===== src/rtl/traffic_light_timer.sv =====
`default_nettype none
// ============================================================================
// Module   : traffic_light_timer
// Purpose  : Time base for the traffic light controller. Divides clk down to
//            one-second ticks and counts whole seconds since the last restart.
//            The controller samples the two level flags and pulses rst_count
//            to start the next phase.
// Ports    : clk            - single clock, all logic in this domain
//            reset_n        - asynchronous active-low reset
//            rst_count      - synchronous restart request (sampled at posedge)
//            hold           - freeze timekeeping (only with TL_TIMER_HOLD_EN)
//            one_sec_timer  - level: elapsed time >= SHORT_SEC seconds
//            five_sec_timer - level: elapsed time >= LONG_SEC seconds
// Options  : TL_TIMER_HOLD_EN - adds the hold input. Without it, timekeeping
//            always runs (identical to hold tied low).
// Revision : 1.0 - initial release
// ============================================================================
module traffic_light_timer #(
    parameter int CLKS_PER_SEC = 50_000_000,
    parameter int SHORT_SEC    = 1,
    parameter int LONG_SEC     = 5,
    parameter int SEC_W        = 4
) (
    input  logic clk,
    input  logic reset_n,
    input  logic rst_count,
`ifdef TL_TIMER_HOLD_EN
    input  logic hold,
`endif
    output logic one_sec_timer,
    output logic five_sec_timer
);

    // Prescaler width; guarded so an illegal CLKS_PER_SEC still elaborates far
    // enough to reach the parameter checks below.
    localparam int c_pre_w = (CLKS_PER_SEC > 1) ? $clog2(CLKS_PER_SEC) : 1;

    localparam logic [c_pre_w-1:0] c_pre_max  = c_pre_w'(CLKS_PER_SEC - 1);
    localparam logic [c_pre_w-1:0] c_pre_zero = '0;
    localparam logic [c_pre_w-1:0] c_pre_one  = c_pre_w'(1);
    localparam logic [SEC_W-1:0]   c_sec_zero = '0;
    localparam logic [SEC_W-1:0]   c_sec_one  = SEC_W'(1);
    localparam logic [SEC_W-1:0]   c_short    = SEC_W'(SHORT_SEC);
    localparam logic [SEC_W-1:0]   c_long     = SEC_W'(LONG_SEC);

    // ------------------------------------------------------------------------
    // Elaboration-time parameter checks
    // ------------------------------------------------------------------------
    if (CLKS_PER_SEC < 2) begin : g_bad_clks_per_sec
        $error("traffic_light_timer: CLKS_PER_SEC must be >= 2");
    end
    if (SHORT_SEC < 1) begin : g_bad_short_sec
        $error("traffic_light_timer: SHORT_SEC must be >= 1");
    end
    if (LONG_SEC <= SHORT_SEC) begin : g_bad_long_order
        $error("traffic_light_timer: LONG_SEC must exceed SHORT_SEC");
    end
    if ((SEC_W < 1) || (SEC_W > 30) || (LONG_SEC >= (1 << SEC_W))) begin : g_bad_long_range
        $error("traffic_light_timer: LONG_SEC must be < 2**SEC_W");
    end

    // ------------------------------------------------------------------------
    // State
    // ------------------------------------------------------------------------
    logic [c_pre_w-1:0] pre_cnt_q, pre_cnt_d;
    logic [SEC_W-1:0]   sec_cnt_q, sec_cnt_d;
    logic               one_sec_q, one_sec_d;
    logic               five_sec_q, five_sec_d;

    logic w_frozen;
    logic w_pre_wrap;
    logic w_tick;

`ifdef TL_TIMER_HOLD_EN
    assign w_frozen = hold;
`else
    assign w_frozen = 1'b0;
`endif

    assign w_pre_wrap = (pre_cnt_q == c_pre_max);
    assign w_tick     = w_pre_wrap && !w_frozen;

    // ------------------------------------------------------------------------
    // Next-state logic
    // ------------------------------------------------------------------------
    always_comb begin
        pre_cnt_d = pre_cnt_q;
        sec_cnt_d = sec_cnt_q;

        if (rst_count) begin
            // Restart dominates both a coincident tick and hold.
            pre_cnt_d = c_pre_zero;
            sec_cnt_d = c_sec_zero;
        end else if (!w_frozen) begin
            pre_cnt_d = w_pre_wrap ? c_pre_zero : (pre_cnt_q + c_pre_one);
            // Saturate at LONG_SEC so the flags stay up however late the
            // controller reacts; the prescaler keeps wrapping regardless.
            if (w_tick && (sec_cnt_q != c_long)) begin
                sec_cnt_d = sec_cnt_q + c_sec_one;
            end
        end

        // Flags follow the next count so they rise on the tick edge itself.
        // With rst_count the next count is zero, which clears both flags; while
        // frozen the next count equals the current one, so the flags hold.
        one_sec_d  = (sec_cnt_d >= c_short);
        five_sec_d = (sec_cnt_d >= c_long);
    end

    // ------------------------------------------------------------------------
    // Registers
    // ------------------------------------------------------------------------
    always_ff @(posedge clk or negedge reset_n) begin
        if (!reset_n) begin
            pre_cnt_q  <= c_pre_zero;
            sec_cnt_q  <= c_sec_zero;
            one_sec_q  <= 1'b0;
            five_sec_q <= 1'b0;
        end else begin
            pre_cnt_q  <= pre_cnt_d;
            sec_cnt_q  <= sec_cnt_d;
            one_sec_q  <= one_sec_d;
            five_sec_q <= five_sec_d;
        end
    end

    // Outputs come straight from flops: the controller derives rst_count
    // combinationally from these flags, so no path from rst_count may reach them.
    assign one_sec_timer  = one_sec_q;
    assign five_sec_timer = five_sec_q;

endmodule
`default_nettype wire

===== config.mk =====
export PLATFORM = sky130hd
export DESIGN_NAME = traffic_light_timer
export DESIGN_NICKNAME = d
export VERILOG_FILES = /design/src/rtl/traffic_light_timer.sv
export SDC_FILE = /design/constraint.sdc
export NUM_CORES = 1
export LEC_CHECK = 0
export ABC_CLOCK_PERIOD_IN_PS = 4100
export CORE_MARGIN = 5
export CORE_UTILIZATION = 64
export DETAILED_ROUTE_END_ITERATION = 16
export GPL_TIMING_DRIVEN = 0
export PLACE_DENSITY_LB_ADDON = 0.15
export SLEW_MARGIN = 20
export SYNTH_ARGS = -nofsm -noshare
export SYNTH_HDL_FRONTEND = slang
export SYNTH_SLANG_ARGS = --single-unit

===== constraint.sdc =====
create_clock -name clk -period 4.1 [get_ports clk]
set_clock_uncertainty 0.05 [all_clocks]
set_input_delay 0.615 -clock clk [delete_from_list [all_inputs] [get_ports clk]]
set_output_delay 0.615 -clock clk [all_outputs]
set_load 0.03 [all_outputs]

==> results of run 1 <==
worst register-to-register path, delay by kind of cell (launching register included):
kind	cells	cell delay, ns
AO/OA/AOI/OAI	1	0.26
adder cells (fa/ha/maj)	1	0.21
buffers and inverters	1	0.24
flip-flops	1	0.41
AND/OR/NAND/NOR	3	0.62
path summary, 6_finish.rpt:
path,startpoint,end,slack (ns),cells after the start
min in group clk,pre_cnt_q[0],pre_cnt_q[0],0.45,1
worst min-delay path,reset_n,pre_cnt_q[2],0.25,1
worst min register to register,pre_cnt_q[0],pre_cnt_q[0],0.45,1
worst max-delay path,five_sec_timer,five_sec_timer,2.07,1
max in group asynchronous,reset_n,pre_cnt_q[16],3.30,1
worst max register to register,pre_cnt_q[0],pre_cnt_q[21],2.20,6
metal layers:
layer | GRT usage [%] | part of all wire [%] | vias to the layer above
met5 | 0 | 0 | -
met4 | 9.91 | 2.4 | 0
met3 | 6.81 | 4.7 | 10
met2 | 32.4 | 48 | 25
met1 | 25.4 | 45 | 579
li1 | - | - | 579
flip-flops by register name, indices dropped and copies added, names as in the netlist:
signal,count
five_sec_timer,1
pre_cnt_q,26
one_sec_timer,1
sec_cnt_q,4
final cells by class:
class,count,area (µm²)
Multi-Input combinational cell,119,811
Sequential cell,32,801
Fill cell,178,667
Clock buffer,6,41.3
Tap cell,30,37.5
Clock inverter,2,35.0
Timing Repair Buffer,4,35.0
Buffer,6,31.3
Inverter,5,18.8
report_power, final:
group / internal [mW] / total [mW] / switching [mW]
clock: 0.128 / 0.241 / 0.113
combinational: 0.00560 / 0.0192 / 0.0136
sequential: 0.318 / 0.320 / 0.00251
total: 0.451 / 0.580 / 0.129
synthesized netlist by cell type (2+ instances only):
cell type  count  share of area [%]
and3_1         5                1.9
xnor2_1        6                3.2
mux2i_1        3                1.8
o21ai_0        2               0.60
ha_1           3                2.3
inv_1          5                1.1
nand3_1        8                2.4
and4_1         2                1.1
nor3_1         2               0.60
nor3_4         2                2.0
nand2_1        6                1.4
and2_1         2               0.75
a21oi_1        2               0.60
dfrtp_1       32                 48
nand4_1       11                4.1
nor2_1        31                7.0
xor2_1        18                9.5
buf_2          4                1.2
metrics by stage:
step | hold WS [ns] | worst slack [ns]
finish | 0.248 | 2.07
global route | 0.283 | 2.02
CTS | 0.263 | 2.04
detailed placement | 0.436 | 2.23
global placement | 0.422 | 1.83
floorplan | 0.269 | 2.50
kinds of logic (layout without fill, tap and decap cells):
| logic type | count (synthesis) | after routing | synth area share, % |
|---|---|---|---|
| AOI/OAI and AO/OA | 7 | 7 | 2.48 |
| xor gates and xnor gates | 24 | 24 | 12.7 |
| adders and majority gates | 3 | 3 | 2.26 |
| buffers and inverters | 11 | 23 | 3.01 |
| DFF | 32 | 32 | 48.2 |
| muxes | 4 | 4 | 2.71 |
| and+or+nand+nor | 81 | 81 | 28.7 |
==> metrics.txt, run 1 <==
First-pass DRT Iterations 4; Clock Latency Late Sink 0.34 ns; Final Util 73.1%; RSZ-0062 raised after global routing false; fin. max-slew vios 0; gp weighted congestion roughly 0.83; slowest CP cell clkdlybuf4s50_1; CTS hold repair buffers 0; final-stage net count 179; GRT Util Overall 20.6%; GRT overflow 0; cell area power density 321 nW/µm²; setup violators final 0; placed instance count 196; Post-Layout Cell Count 204; H-tree Lvls 2; max_cap viols 0; placed cell area 1730 µm²; Core ar. between 2000 and 2500 µm²; Synth Register Bits 32; first-pass GRT wire length 5.48 mm; crit start category flop; Crit Path Category reg2out; post-route ant nets 0; CTS Root Cell clkbuf_4; # DRC 0; die area 3720 µm²; crit-path max FO 1; num ports 5; vias in the first global route 1248; CP peak stage delay approximately 0.68 ns; Cell Area, Synth 1660 µm²; pin count of the biggest net entering global routing 33; Leak approximately 0.85 nW; commonest non-fill, non-tap cell in the layout dfrtp_1; post-CTS setup buffer count 0; delay-heaviest family, CP buffers and inverters; dpl hpwl 2.16 mm; syn avg cell area 10.3 µm²; clock slew at reported path FFs 0.11 ns; CTS tree yes; Setup crit end kind output port; Post-synth EDFFs 0; die width 61.0 µm; vias per inst 5.85; crit-path cells clkdlybuf4s50_1; Final Cell Area 1810 µm²; post-detailed-route wirelength per cell between 15 and 20 µm; VDD IR-drop max 368 µV; antenna violations before repair 0; yosys warns 0; final setup TNS 0 ns; Worst Tran Pin Value 0.687 ns; Vias ~1200; Mapped Cells approximately 160; Worst Path Required between 3 and 4 ns; count of input and output buffers 4; Mapped Nets 168; proportion of layout cells with a drive suffix above 1 14.4%; Worst Path Arrival 1.36 ns; final hold violations 0; Hold Path Class in2async; most frequent cells in the layout dfrtp_1, nor2_1, xor2_1, nand4_1, nand3_1; Design Power 0.580 mW; fin crit period 2.03 ns; post-CTS resize count 0; Area growth syn-to-layout 8.96%; wirelength, routed 3.06 mm; FP Rows 18; status completed; 1st-iter DRT viols 34; sequential area share after synthesis 48.2%; critical path buffer and inverter count 1; asr flop ratio synth 100%; Worst slew margin 54.2%; initial core utilization 67.1%; Clock Sink Count 32; top_reg_cell synth dfrtp_1; Longest Clk Path Bufs 2; Die Y 61.0 µm; # diodes 0; synth unique cells 36; fin crit share 49.4%; fmax 493 MHz; total CTS buffers 5
Power figures use the tool's default switching activity.
==> run 2: changes to the inputs <==
ABC_CLOCK_PERIOD_IN_PS = 2000   (was 4100)
CORE_UTILIZATION = 60   (was 64)
clock period = 2 ns   (was 4.1 ns; I/O delays follow)
==> metrics.txt, run 2 (same netlist as run 1, synthesis figures left out) <==
status completed; FP Rows 19 (+1); Longest Clk Path Bufs 2 (unchanged); Clock Sink Count 32 (unchanged); num ports 5 (unchanged); fin crit period 1.78 ns; die width 62.6 µm (+2.7%); max reg flops 26 (unchanged); Worst Tran Pin Value 0.692 ns (+0.00433 ns); area of the multi-input gates 816 µm² (+0.62%); crit start category flop; Setup crit end kind flop; wirelength, routed 2.93 mm (-4.1%); met2 Use GR 26.8% (-5.6 points); setup violators final 0 (unchanged); met3 usage 4.50% (-2.3 points); crit-path cells nor4b_2 -> and4b_4 -> a31o_2 -> buf_2 -> nor2_1; critical path buffer and inverter count 1 (unchanged); Area growth syn-to-layout 9.26%; max_cap viols 0 (unchanged); final-stage net count 180 (+0.56%); die area 3920 µm² (+5.6%); Worst slew margin 53.9% (-0.29 points); busiest grt layer met2; Worst Path Required 2.16 ns (-1.27 ns); Reg area 801 µm² (unchanged); commonest non-fill, non-tap cell in the layout dfrtp_1; CTS Root Cell clkbuf_4; # DRC 0 (unchanged); CP peak stage delay 0.44 ns (-0.24 ns); H-tree Lvls 2 (unchanged); Clock Latency Late Sink 0.33 ns (about the same); fmax 562 MHz; post-detailed-route wirelength per cell 14.3 µm (-4.6%); Fill cells 220 (+24%); final setup TNS 0 ns (unchanged); Crit Path Category reg2reg; Worst Path Arrival 1.94 ns (+0.58 ns); 1st-iter DRT viols 83 (+140%); count of input and output buffers 4 (unchanged); CTS tree yes; # diodes 0 (unchanged); Core ar. 2710 µm² (+9.4%); global routing usage on met1 22.6% (-2.8 points); leading registers by flop count pre_cnt_q: 26 flops, sec_cnt_q: 4 flops; vias in the first global route 1140 (-8.7%); Leak 0.851 nW (about the same); Top reg by flops pre_cnt_q; clock slew at reported path FFs 0.09 ns (-0.02 ns); Die Y 62.6 µm (+2.7%); crit-path max FO 10 (+9); fin. max-slew vios 0 (unchanged); cell area power density 610 nW/µm² (+90%); initial core utilization 61.3% (-5.8 points); GRT Util Overall 17.1% (-3.5 points); delay-heaviest family, CP simple AND/OR/NAND/NOR gates; first-pass GRT wire length 5.35 mm (-2.3%); fin crit share 89.0%; GRT overflow 0 (unchanged); most frequent cells in the layout dfrtp_1, nor2_1, xor2_1, nand4_1, nand3_1; RSZ-0062 raised after global routing false; post-route ant nets 0 (unchanged); Post-Layout Cell Count 205 (+0.49%); placed instance count 197 (+0.51%); final hold violations 0 (unchanged); proportion of layout cells with a drive suffix above 1 14.9% (+0.57 points); post-CTS setup buffer count 0 (unchanged); slowest CP cell dfrtp_1; antenna violations before repair 0 (unchanged); vias per inst 5.71 (-2.4%); dpl hpwl 2.03 mm (-5.7%); VDD IR-drop max 535 µV (+46%); total CTS buffers 5 (unchanged); Hold Path Class reg2reg; Vias 1170 (-1.9%); First-pass DRT Iterations 4 (unchanged); pin count of the biggest net entering global routing 33 (unchanged); gp weighted congestion 0.784 (-5.6%)
==> run 2: routing by layer <==
metal,routed length [µm],vias up,part of all wire [%]
met5,0,-,0
met4,37,0,1.3
met3,74,4,2.5
met2,1460,15,50
met1,1360,573,46
li1,-,578,-
==> run 2: timing repair <==
action	CTS	global route
setup endpoints to repair	0	21
endpoints found under the hold margin	32	0
hold buffers	1	0
resized for setup	0	1
==> run 2: worst paths after layout <==
| path | from | to | slack [ns] | depth (start not counted) |
|---|---|---|---|---|
| setup / recovery | pre_cnt_q[10] | pre_cnt_q[20] | 0.22 | 5 |
| hold / removal | pre_cnt_q[0] | pre_cnt_q[0] | 0.46 | 1 |
| setup reg to reg | pre_cnt_q[10] | pre_cnt_q[20] | 0.22 | 5 |
| hold reg to reg | pre_cnt_q[0] | pre_cnt_q[0] | 0.46 | 1 |
| max in group asynchronous | reset_n | pre_cnt_q[11] | 0.94 | 2 |
| min in group asynchronous | reset_n | five_sec_timer | 0.51 | 2 |
==> run 2: final cells by class <==
class                      count  share of cell area [%]
multi-input combinational    119                    44.9
sequential                    32                    44.1
clock buffer                   7                    3.58
timing repair buffer           5                    2.48
tap                           31                    2.14
buffer                         6                    1.72
inverter                       5                    1.03
==> run 2: through the flow <==
stage / utilization (%) / area, µm² / power [mW] / hold WS (ns) / setup slack, ns
detailed placement: 64.0 / 1740 / 0.711 / 0.345 / 0.124
global placement: 64.2 / 1740 / 0.710 / 0.424 / 0.0239
CTS: 66.8 / 1810 / 1.12 / 0.466 / 0.105
floorplan: - / 1660 / 0.688 / -0.0456 / 0.404
finish: 67.0 / 1820 / 1.11 / 0.460 / 0.219
global route: 67.0 / 1820 / 1.17 / 0.472 / 0.0797
==> run 2: report_power, final <==
group	leakage, nW	internal [mW]	switching (mW)
sequential	0.445	0.651	0.00530
combinational	0.369	0.0126	0.0287
clock	0.0374	0.199	0.210
